### config.mk
export PLATFORM = sky130hd
export DESIGN_NAME = draw_ctrl
export DESIGN_NICKNAME = d
export VERILOG_FILES = /design/src/rtl/draw_ctrl.sv
export SDC_FILE = /design/constraint.sdc
export NUM_CORES = 1
export LEC_CHECK = 0
export CELL_PAD_IN_SITES_DETAIL_PLACEMENT = 0
export CELL_PAD_IN_SITES_GLOBAL_PLACEMENT = 1
export CORE_ASPECT_RATIO = 1.5
export CORE_UTILIZATION = 39
export CTS_CLUSTER_DIAMETER = 120
export DETAILED_ROUTE_END_ITERATION = 16
export GPL_ROUTABILITY_DRIVEN = 0
export PLACE_DENSITY_LB_ADDON = 0.1
export SETUP_SLACK_MARGIN = 0.05
export SYNTH_ARGS = -nofsm -noshare
export SYNTH_HDL_FRONTEND = slang
export SYNTH_SLANG_ARGS = --single-unit
### constraint.sdc
create_clock -name clk -period 3.9 [get_ports clk]
set_input_delay 0.975 -clock clk [delete_from_list [all_inputs] [get_ports clk]]
set_output_delay 0.975 -clock clk [all_outputs]
set_load 0.05 [all_outputs]
### src/rtl/draw_ctrl.sv
// Drawing controller: clears the frame buffer, then hands off to the circle engine,
// merging both pixel sources into one registered, clipped VGA pixel stream.
module draw_ctrl #(
    parameter int SCREEN_W = 160,
    parameter int SCREEN_H = 120,
    parameter int CLEAR_EN = 1
) (
    input  logic       clk,
    input  logic       rst_n,
    input  logic       start,
    input  logic [2:0] colour,
    output logic       done,
    output logic       circ_start,
    input  logic       circ_done,
    input  logic [7:0] circ_x,
    input  logic [6:0] circ_y,
    input  logic       circ_plot,
    output logic [7:0] vga_x,
    output logic [6:0] vga_y,
    output logic [2:0] vga_colour,
    output logic       vga_plot
);

    typedef enum logic [1:0] {IDLE, CLEAR, CIRCLE, DONE} state_t;

    localparam logic [8:0] X_LIM  = 9'(SCREEN_W);
    localparam logic [7:0] Y_LIM  = 8'(SCREEN_H);
    localparam logic [7:0] X_LAST = 8'(SCREEN_W - 1);
    localparam logic [6:0] Y_LAST = 7'(SCREEN_H - 1);

    state_t     state_q, state_d;
    logic [7:0] cx_q, cx_d;
    logic [6:0] cy_q, cy_d;
    logic [2:0] col_q, col_d;
    logic [7:0] vga_x_q, vga_x_d;
    logic [6:0] vga_y_q, vga_y_d;
    logic [2:0] vga_colour_q, vga_colour_d;
    logic       vga_plot_q, vga_plot_d;

    logic       pix_vld;
    logic [7:0] pix_x;
    logic [6:0] pix_y;
    logic [2:0] pix_col;
    logic       circ_in_frame;

    // Zero-extended so the clip test stays correct at the full 8/7-bit input range.
    assign circ_in_frame = ({1'b0, circ_x} < X_LIM) && ({1'b0, circ_y} < Y_LIM);

    always_comb begin
        state_d    = state_q;
        cx_d       = cx_q;
        cy_d       = cy_q;
        col_d      = col_q;
        pix_vld    = 1'b0;
        pix_x      = cx_q;
        pix_y      = cy_q;
        pix_col    = 3'd0;
        done       = 1'b0;
        circ_start = 1'b0;

        case (state_q)
            IDLE: begin
                cx_d = 8'd0;
                cy_d = 7'd0;
                if (start) begin
                    col_d   = colour;
                    state_d = (CLEAR_EN != 0) ? CLEAR : CIRCLE;
                end
            end
            CLEAR: begin
                // Dropping start abandons the pass; nothing is generated in that cycle.
                if (!start) begin
                    state_d = IDLE;
                end else begin
                    pix_vld = 1'b1;
                    if (cy_q == Y_LAST) begin
                        cy_d = 7'd0;
                        if (cx_q == X_LAST) begin
                            cx_d    = 8'd0;
                            state_d = CIRCLE;
                        end else begin
                            cx_d = cx_q + 8'd1;
                        end
                    end else begin
                        cy_d = cy_q + 7'd1;
                    end
                end
            end
            CIRCLE: begin
                circ_start = 1'b1;
                if (!start) begin
                    state_d = IDLE;
                end else begin
                    pix_vld = circ_plot && circ_in_frame;
                    pix_x   = circ_x;
                    pix_y   = circ_y;
                    pix_col = col_q;
                    if (circ_done) begin
                        state_d = DONE;
                    end
                end
            end
            DONE: begin
                done = 1'b1;
                if (!start) begin
                    state_d = IDLE;
                end
            end
            default: state_d = IDLE;
        endcase
    end

    always_comb begin
        vga_plot_d   = pix_vld;
        vga_x_d      = pix_vld ? pix_x   : vga_x_q;
        vga_y_d      = pix_vld ? pix_y   : vga_y_q;
        vga_colour_d = pix_vld ? pix_col : vga_colour_q;
    end

    always_ff @(posedge clk) begin
        if (!rst_n) begin
            state_q      <= IDLE;
            cx_q         <= 8'd0;
            cy_q         <= 7'd0;
            col_q        <= 3'd0;
            vga_x_q      <= 8'd0;
            vga_y_q      <= 7'd0;
            vga_colour_q <= 3'd0;
            vga_plot_q   <= 1'b0;
        end else begin
            state_q      <= state_d;
            cx_q         <= cx_d;
            cy_q         <= cy_d;
            col_q        <= col_d;
            vga_x_q      <= vga_x_d;
            vga_y_q      <= vga_y_d;
            vga_colour_q <= vga_colour_d;
            vga_plot_q   <= vga_plot_d;
        end
    end

    assign vga_x      = vga_x_q;
    assign vga_y      = vga_y_q;
    assign vga_colour = vga_colour_q;
    assign vga_plot   = vga_plot_q;

endmodule
==> flow_metrics.env <==
export IMPL_tns_ns=0
export IMPL_synth_compound_area_share=0.2412
export IMPL_max_slew_worst_pin_slew_ns=0.7870
export IMPL_ir_drop_mv=0.1986
export IMPL_port_buffer_count=43
export IMPL_clkTransAtPathRegs_ns=0.09
export IMPL_critical_path_required_ns=4.13
export IMPL_synth_async_reset_ratio=0
export IMPL_final_nets=298
export IMPL_setup_slack_ns=0.9417
export IMPL_cts_setup_buffers=0
export IMPL_synth_ff_latch_count=39
export IMPL_grt_overflow=0
export IMPL_ys_types=47
export IMPL_crit_path_max_fanout=14
export IMPL_finClkSkew_ns=0.009880
export IMPL_post_route_period_util=0.7586
export IMPL_die_x_um=59.89
export IMPL_routed_wl_um=5178
export IMPL_wl_per_cell_um=15.41
export IMPL_synthCells=233
export IMPL_rsz0062_at_grt="no"
export IMPL_worstHoldPathType="reg -> reg"
export IMPL_synth_simple_gate_area_frac=0.2272
export IMPL_synth_mux_area_frac=0.02616
export IMPL_synth_yosys_seq_area_share=0.3982
export IMPL_layout_drive_gt1_share=0.07037
export IMPL_synth_edff_count=0
export IMPL_cts_root_buf="clkbuf_8"
export IMPL_cts_tree="yes"
export IMPL_viasPerCell=5.557
export IMPL_yosys_most_used_dff="dfxtp_1"
export IMPL_max_slew_margin=0.4748
export IMPL_maxCapViolations=0
export IMPL_drtIter0Drc=69
export IMPL_placed_area_um2=2385
export IMPL_place_inst=328
export IMPL_power_density_nw_per_um2=373.7
export IMPL_startpoint_type="primary input"
export IMPL_report_final_hold_viol_count=0
export IMPL_clk_latency_ns=0.30
export IMPL_core_area_um2=4848
export IMPL_numCtsBuffers=5
export IMPL_dieArea_um2=5321
export IMPL_vias=1867
export IMPL_cts_sinks=39
export IMPL_p_leak_nw=0.8033
export IMPL_synth_top_family_by_area="compound AO/OA/AOI/OAI gates"
export IMPL_avgSynthCellArea_um2=8.415
export IMPL_synth_largest_area_cell="dfxtp_1"
export IMPL_synth_top_area_frac=0.3982
export IMPL_synth_xor_area_frac=0.004467
export IMPL_cts_htree_levels=2
export IMPL_synth_area_leaders="dfxtp_1 (40%), nand2_1 (8.4%), a21oi_1 (7.4%)"
export IMPL_initial_core_util=0.4044
export IMPL_clk_path_buf_depth=2
export IMPL_rows=31
export IMPL_instances_no_fill=336
export IMPL_antenna_cells=0
export IMPL_dr_pass1_iters=4
export IMPL_post_place_ws_ns=0.6260
export IMPL_ios=44
export IMPL_cp_arrival_ns=3.19
export IMPL_netlist_area_um2=1961
export IMPL_grt_use_total=0.2148
export IMPL_grt_pass1_vias=1736
export IMPL_dp_hpwl_um=3842
export IMPL_grt_antenna_before_repair=0
export IMPL_die_h_um=88.84
export IMPL_syn_to_final_growth_pct=27.38
export IMPL_status="finished clean"
export IMPL_holdBufCountCts=0
export IMPL_antenna_left=0
export IMPL_ys_warnings_count=0
export IMPL_cp_slowest_stage_delay_ns=0.69
export IMPL_fin_crit_ns=2.958
export IMPL_grt_pass1_wl_um=8369
export IMPL_synth_net_count=262
export IMPL_endpoint_kind="flop"
export IMPL_cts_resized=0
export IMPL_slowest_stage="clkdlybuf4s50_1"
export IMPL_report_final_slew_viol_count=0
export IMPL_drc=0
export IMPL_grt_max_degree=25
export IMPL_path_cells="clkdlybuf4s50_1 -> nand2_1 -> o31a_1 -> or4_1 -> a21oi_1"
export IMPL_critPathKind="in -> reg"
export IMPL_setup_viol=0
export IMPL_synth_adder_area_share=0.03829
export IMPL_final_area_um2=2497
export IMPL_fmax_mhz=338.0
-- sequential cells by signal (all words and copies together) (netlist names) --
signal      flops
state_q         2
vga_colour      3
col_q           3
cy_q            7
vga_x           8
vga_plot        1
cx_q            8
vga_y           7
-- worst paths after layout --
kind | slack [ns] | depth (start not counted) | to | start
worst min-delay path | 0.47 | 2 | vga_colour[2]$_SDFFE_PN0P_ | vga_colour[2]$_SDFFE_PN0P_
worst max register to register | 1.75 | 6 | vga_y[4]$_SDFFE_PN0P_ | state_q[0]$_SDFFE_PN0P_
worst max-delay path | 0.94 | 5 | cx_q[5]$_SDFFE_PN0P_ | start
worst min register to register | 0.47 | 2 | vga_colour[2]$_SDFFE_PN0P_ | vga_colour[2]$_SDFFE_PN0P_
-- placed cells by master, fill, tap and decap left out, types with 2 or more instances in the layout --
cell | Yosys | layout
nand3_1 | 10 | 10
clkbuf_8 | 0 | 5
mux2i_1 | 4 | 4
a41oi_1 | 2 | 2
or3_1 | 2 | 2
and2_1 | 4 | 4
ha_1 | 6 | 6
a21oi_1 | 29 | 29
nand2b_1 | 2 | 2
dfxtp_1 | 39 | 39
nor2_1 | 7 | 7
nand2_1 | 44 | 44
inv_1 | 6 | 6
or3_2 | 2 | 2
and3_1 | 2 | 2
o21ai_0 | 11 | 11
a31o_2 | 2 | 2
a311oi_1 | 16 | 16
nand4_1 | 3 | 3
nor2b_1 | 3 | 3
buf_4 | 1 | 2
clkdlybuf4s50_1 | 0 | 43
-- metrics by stage --
stage	util	power, mW	hold WS (ns)
3_3_place_gp	0.4919	0.6003	0.4509
2_1_floorplan	-	0.5462	0.4366
4_1_cts	0.5151	0.9414	0.4691
6_report	0.5151	0.9334	0.4653
3_5_place_dp	0.4919	0.5995	0.4571
5_1_grt	0.5151	0.9769	0.4754
-- metal layers --
layer	share of wire	routed length (um)	GRT usage	vias to the layer above
li1	-	-	-	925
met3	0.048	247	0.04825	7
met5	0	0	0	-
met1	0.43	2244	0.2670	885
met4	0.016	85	0.07611	0
met2	0.50	2601	0.3586	50
-- report_power, final --
| group | internal [mW] | switching [mW] |
|---|---|---|
| Clock | 0.191 | 0.154 |
| Combinational | 0.0660 | 0.100 |
| Sequential | 0.412 | 0.0109 |
| Total | 0.669 | 0.265 |
-- Yosys cell counts, types with 2 or more instances --
cell type / number
inv_1: 6
nand4_1: 3
buf_6: 5
a21oi_1: 29
and3_1: 2
mux2i_1: 4
nor2b_1: 3
and2_1: 4
or3_1: 2
nand2b_1: 2
dfxtp_1: 39
a31o_2: 2
o21ai_0: 11
ha_1: 6
or3_2: 2
nand2_1: 44
nand3_1: 10
a311oi_1: 16
nor2_1: 7
clkbuf_1: 8
a41oi_1: 2
-- final cells by class --
type,count,area [um2]
Clock buffer,5,68.82
Clock inverter,3,43.79
Multi-Input combinational cell,172,1054
Tap cell,66,82.58
Fill cell,500,2351
Timing Repair Buffer,45,445.4
Inverter,6,22.52
Sequential cell,39,780.7
-- worst max-delay path: cells and delay by family --
kind / cells / cell delay (ns)
AO/OA/AOI/OAI: 2 / 0.67
AND/OR/NAND/NOR: 2 / 0.85
buffers and inverters: 1 / 0.69
-- logic make-up (layout without fill, tap and decap cells) --
logic type | Yosys count | after routing
xor+xnor | 1 | 1
buf+inv | 22 | 59
fa+ha+maj | 6 | 6
mux | 5 | 5
simple gates | 90 | 90
compound gates | 70 | 70
flops | 39 | 39
(Power assumes the default switching activity.)
==> RTL edit: new RTL, same flow settings <==
Set the parameter `CLEAR_EN` to 0 (it was 1).
--- a/src/rtl/draw_ctrl.sv
+++ b/src/rtl/draw_ctrl.sv
@@ -5,3 +5,3 @@
     parameter int SCREEN_H = 120,
-    parameter int CLEAR_EN = 1
+    parameter int CLEAR_EN = 0
 ) (
Function: changed (a bounded check fails within 4 cycles, from zero or initial values and one cycle with rst_n low).
==> RTL edit against the original RTL <==
Design area is 0.90% lower. Sequential cell count unchanged. Critical path depth is the same. Setup slack gained 0.089 ns. Final cell count is 6.3% lower. Routed wire length fell by 12%. Clock power shrank 18%. Register-to-register slack got worse by 0.09 ns. Area after synthesis decreased by 2.0%. Worst hold slack lost 0.0083 ns. Non-clock buffer count rose by 1. First-iteration DRC count is 7.2% lower. Total power is 11% lower. Count of clock-buffer cells in the layout did not move.
==> RTL edit: results <==
{
  "nFillCells": 475,
  "slew_headroom_pct": 53.8,
  "status": "complete, no violations",
  "ir_worst_vdd_uv": 201,
  "grt_max_degree": 38,
  "path_max_fanout": 14,
  "worst_clock_skew_ns": 0.00502,
  "insertion_delay_ns": 0.30,
  "cp.arrival_ns": 3.11,
  "drt-pass1-iter-count": 6,
  "dpl_cell_area_um2": 2390,
  "cts.root.buffer_cell": "clkbuf_8",
  "ys_types": 41,
  "antenna_found_initial": 0,
  "hpwl_um": 3260,
  "via_per_inst": 5.25,
  "reg2reg_setup_slack_ns": 1.66,
  "worstRegToRegCells": 6,
  "grt_pass1_wl_um": 7420,
  "ctsHtreeMaxLevel": 2,
  "async_flop_share_pct": 0,
  "synth_common_cells": "dfxtp_1, nand2_1, mux2i_1, o211a_1, o21ai_0",
  "syn_nets": 241,
  "clk_path_buf_depth": 2,
  "rr_startpoint": "state_q[1]",
  "antenna_cells": 0,
  "io_buffers": 43,
  "drive_gt1_share_pct": 5.58,
  "grt_pass1_vias": 1554,
  "drt-total-wl_um": 4570,
  "fin_nets": 279,
  "synth.area.top_cells": "dfxtp_1, mux2i_1, o211a_1, nand2_1, ha_1",
  "static-leakage-power_uw": 0.00101,
  "slowest_stage": "clkdlybuf4s50_1",
  "drt-initial-drc-count": 64,
  "grtUsageTotal_pct": 19.3,
  "critPathCapture": "cx_q[5]",
  "synth_seq_area_share_pct": 40.6,
  "slowest_delay_ns": 0.71,
  "cts_buffers": 5
}
==> RTL edit: cell count changes after synthesis, sizes merged, moves of 3 or more <==
cell / delta
nand2: -16
mux2i: +13
a21boi: +3
nor2: -3
clkbuf: -3
nand4: +3
o211a: +14
o21ai: +3
a21oi: -17
a311oi: -16
==> RTL edit: cell type report <==
class                           instances  area [µm²]  share of cell area (%)
Inverter                                5        18.8                   0.758
Timing Repair Buffer                   46         453                    18.3
Tap cell                               64        80.1                    3.24
Multi-Input combinational cell        153        1050                    42.6
Clock buffer                            5        68.8                    2.78
Clock inverter                          3        20.0                   0.809
Sequential cell                        39         781                    31.5
==> RTL edit: kinds of logic after synthesis <==
| family | synth area share, % |
|---|---|
| fa+ha+maj | 3.91 |
| simple gates | 18.9 |
| xor+xnor | 1.37 |
| compound gates | 21.8 |
| mux | 8.85 |
| flops | 40.6 |
| buf+inv | 4.56 |
==> RTL edit: worst min path at each step <==
stage	startpoint	endpoint	slack [ns]	cells after the start
finish	vga_colour[1]	vga_colour[1]	0.46	2
CTS	vga_colour[1]	vga_colour[1]	0.46	2
global placement	vga_colour[1]	vga_colour[1]	0.45	2
floorplan	col_q[0]	col_q[0]	0.44	2
global route	vga_colour[0]	vga_colour[0]	0.49	2
detailed placement	vga_colour[1]	vga_colour[1]	0.45	2
==> RTL edit: where the power goes <==
| group | total, µW | switching, µW | internal (µW) | leakage [µW] |
|---|---|---|---|---|
| Sequential | 414 | 6.96 | 407 | 0.000315 |
| Clock | 282 | 157 | 125 | 0.0000402 |
| Combinational | 137 | 77.5 | 59.6 | 0.000651 |
==> RTL edit: critical path: cells and delay by family <==
| family | cells | cell delay (ns) |
|---|---|---|
| compound gates | 2 | 0.69 |
| simple gates | 2 | 0.73 |
| buf+inv | 1 | 0.71 |
==> RTL edit: per-layer routing <==
layer  wire [µm]  GRT usage [%]
met1        2020           21.6
met2        2310           34.5
met3         154           3.84
met4          80           8.44
met5           0              0
==> RTL edit: metrics by stage <==
stage | worst slack (ns) | std cells | power, µW
after floorplan | 1.76 | 212 | 513
after global placement | 0.787 | 307 | 563
after detailed placement | 0.760 | 307 | 563
after CTS | 1.05 | 315 | 842
after global routing | 0.908 | 315 | 875
final | 1.03 | 315 | 833
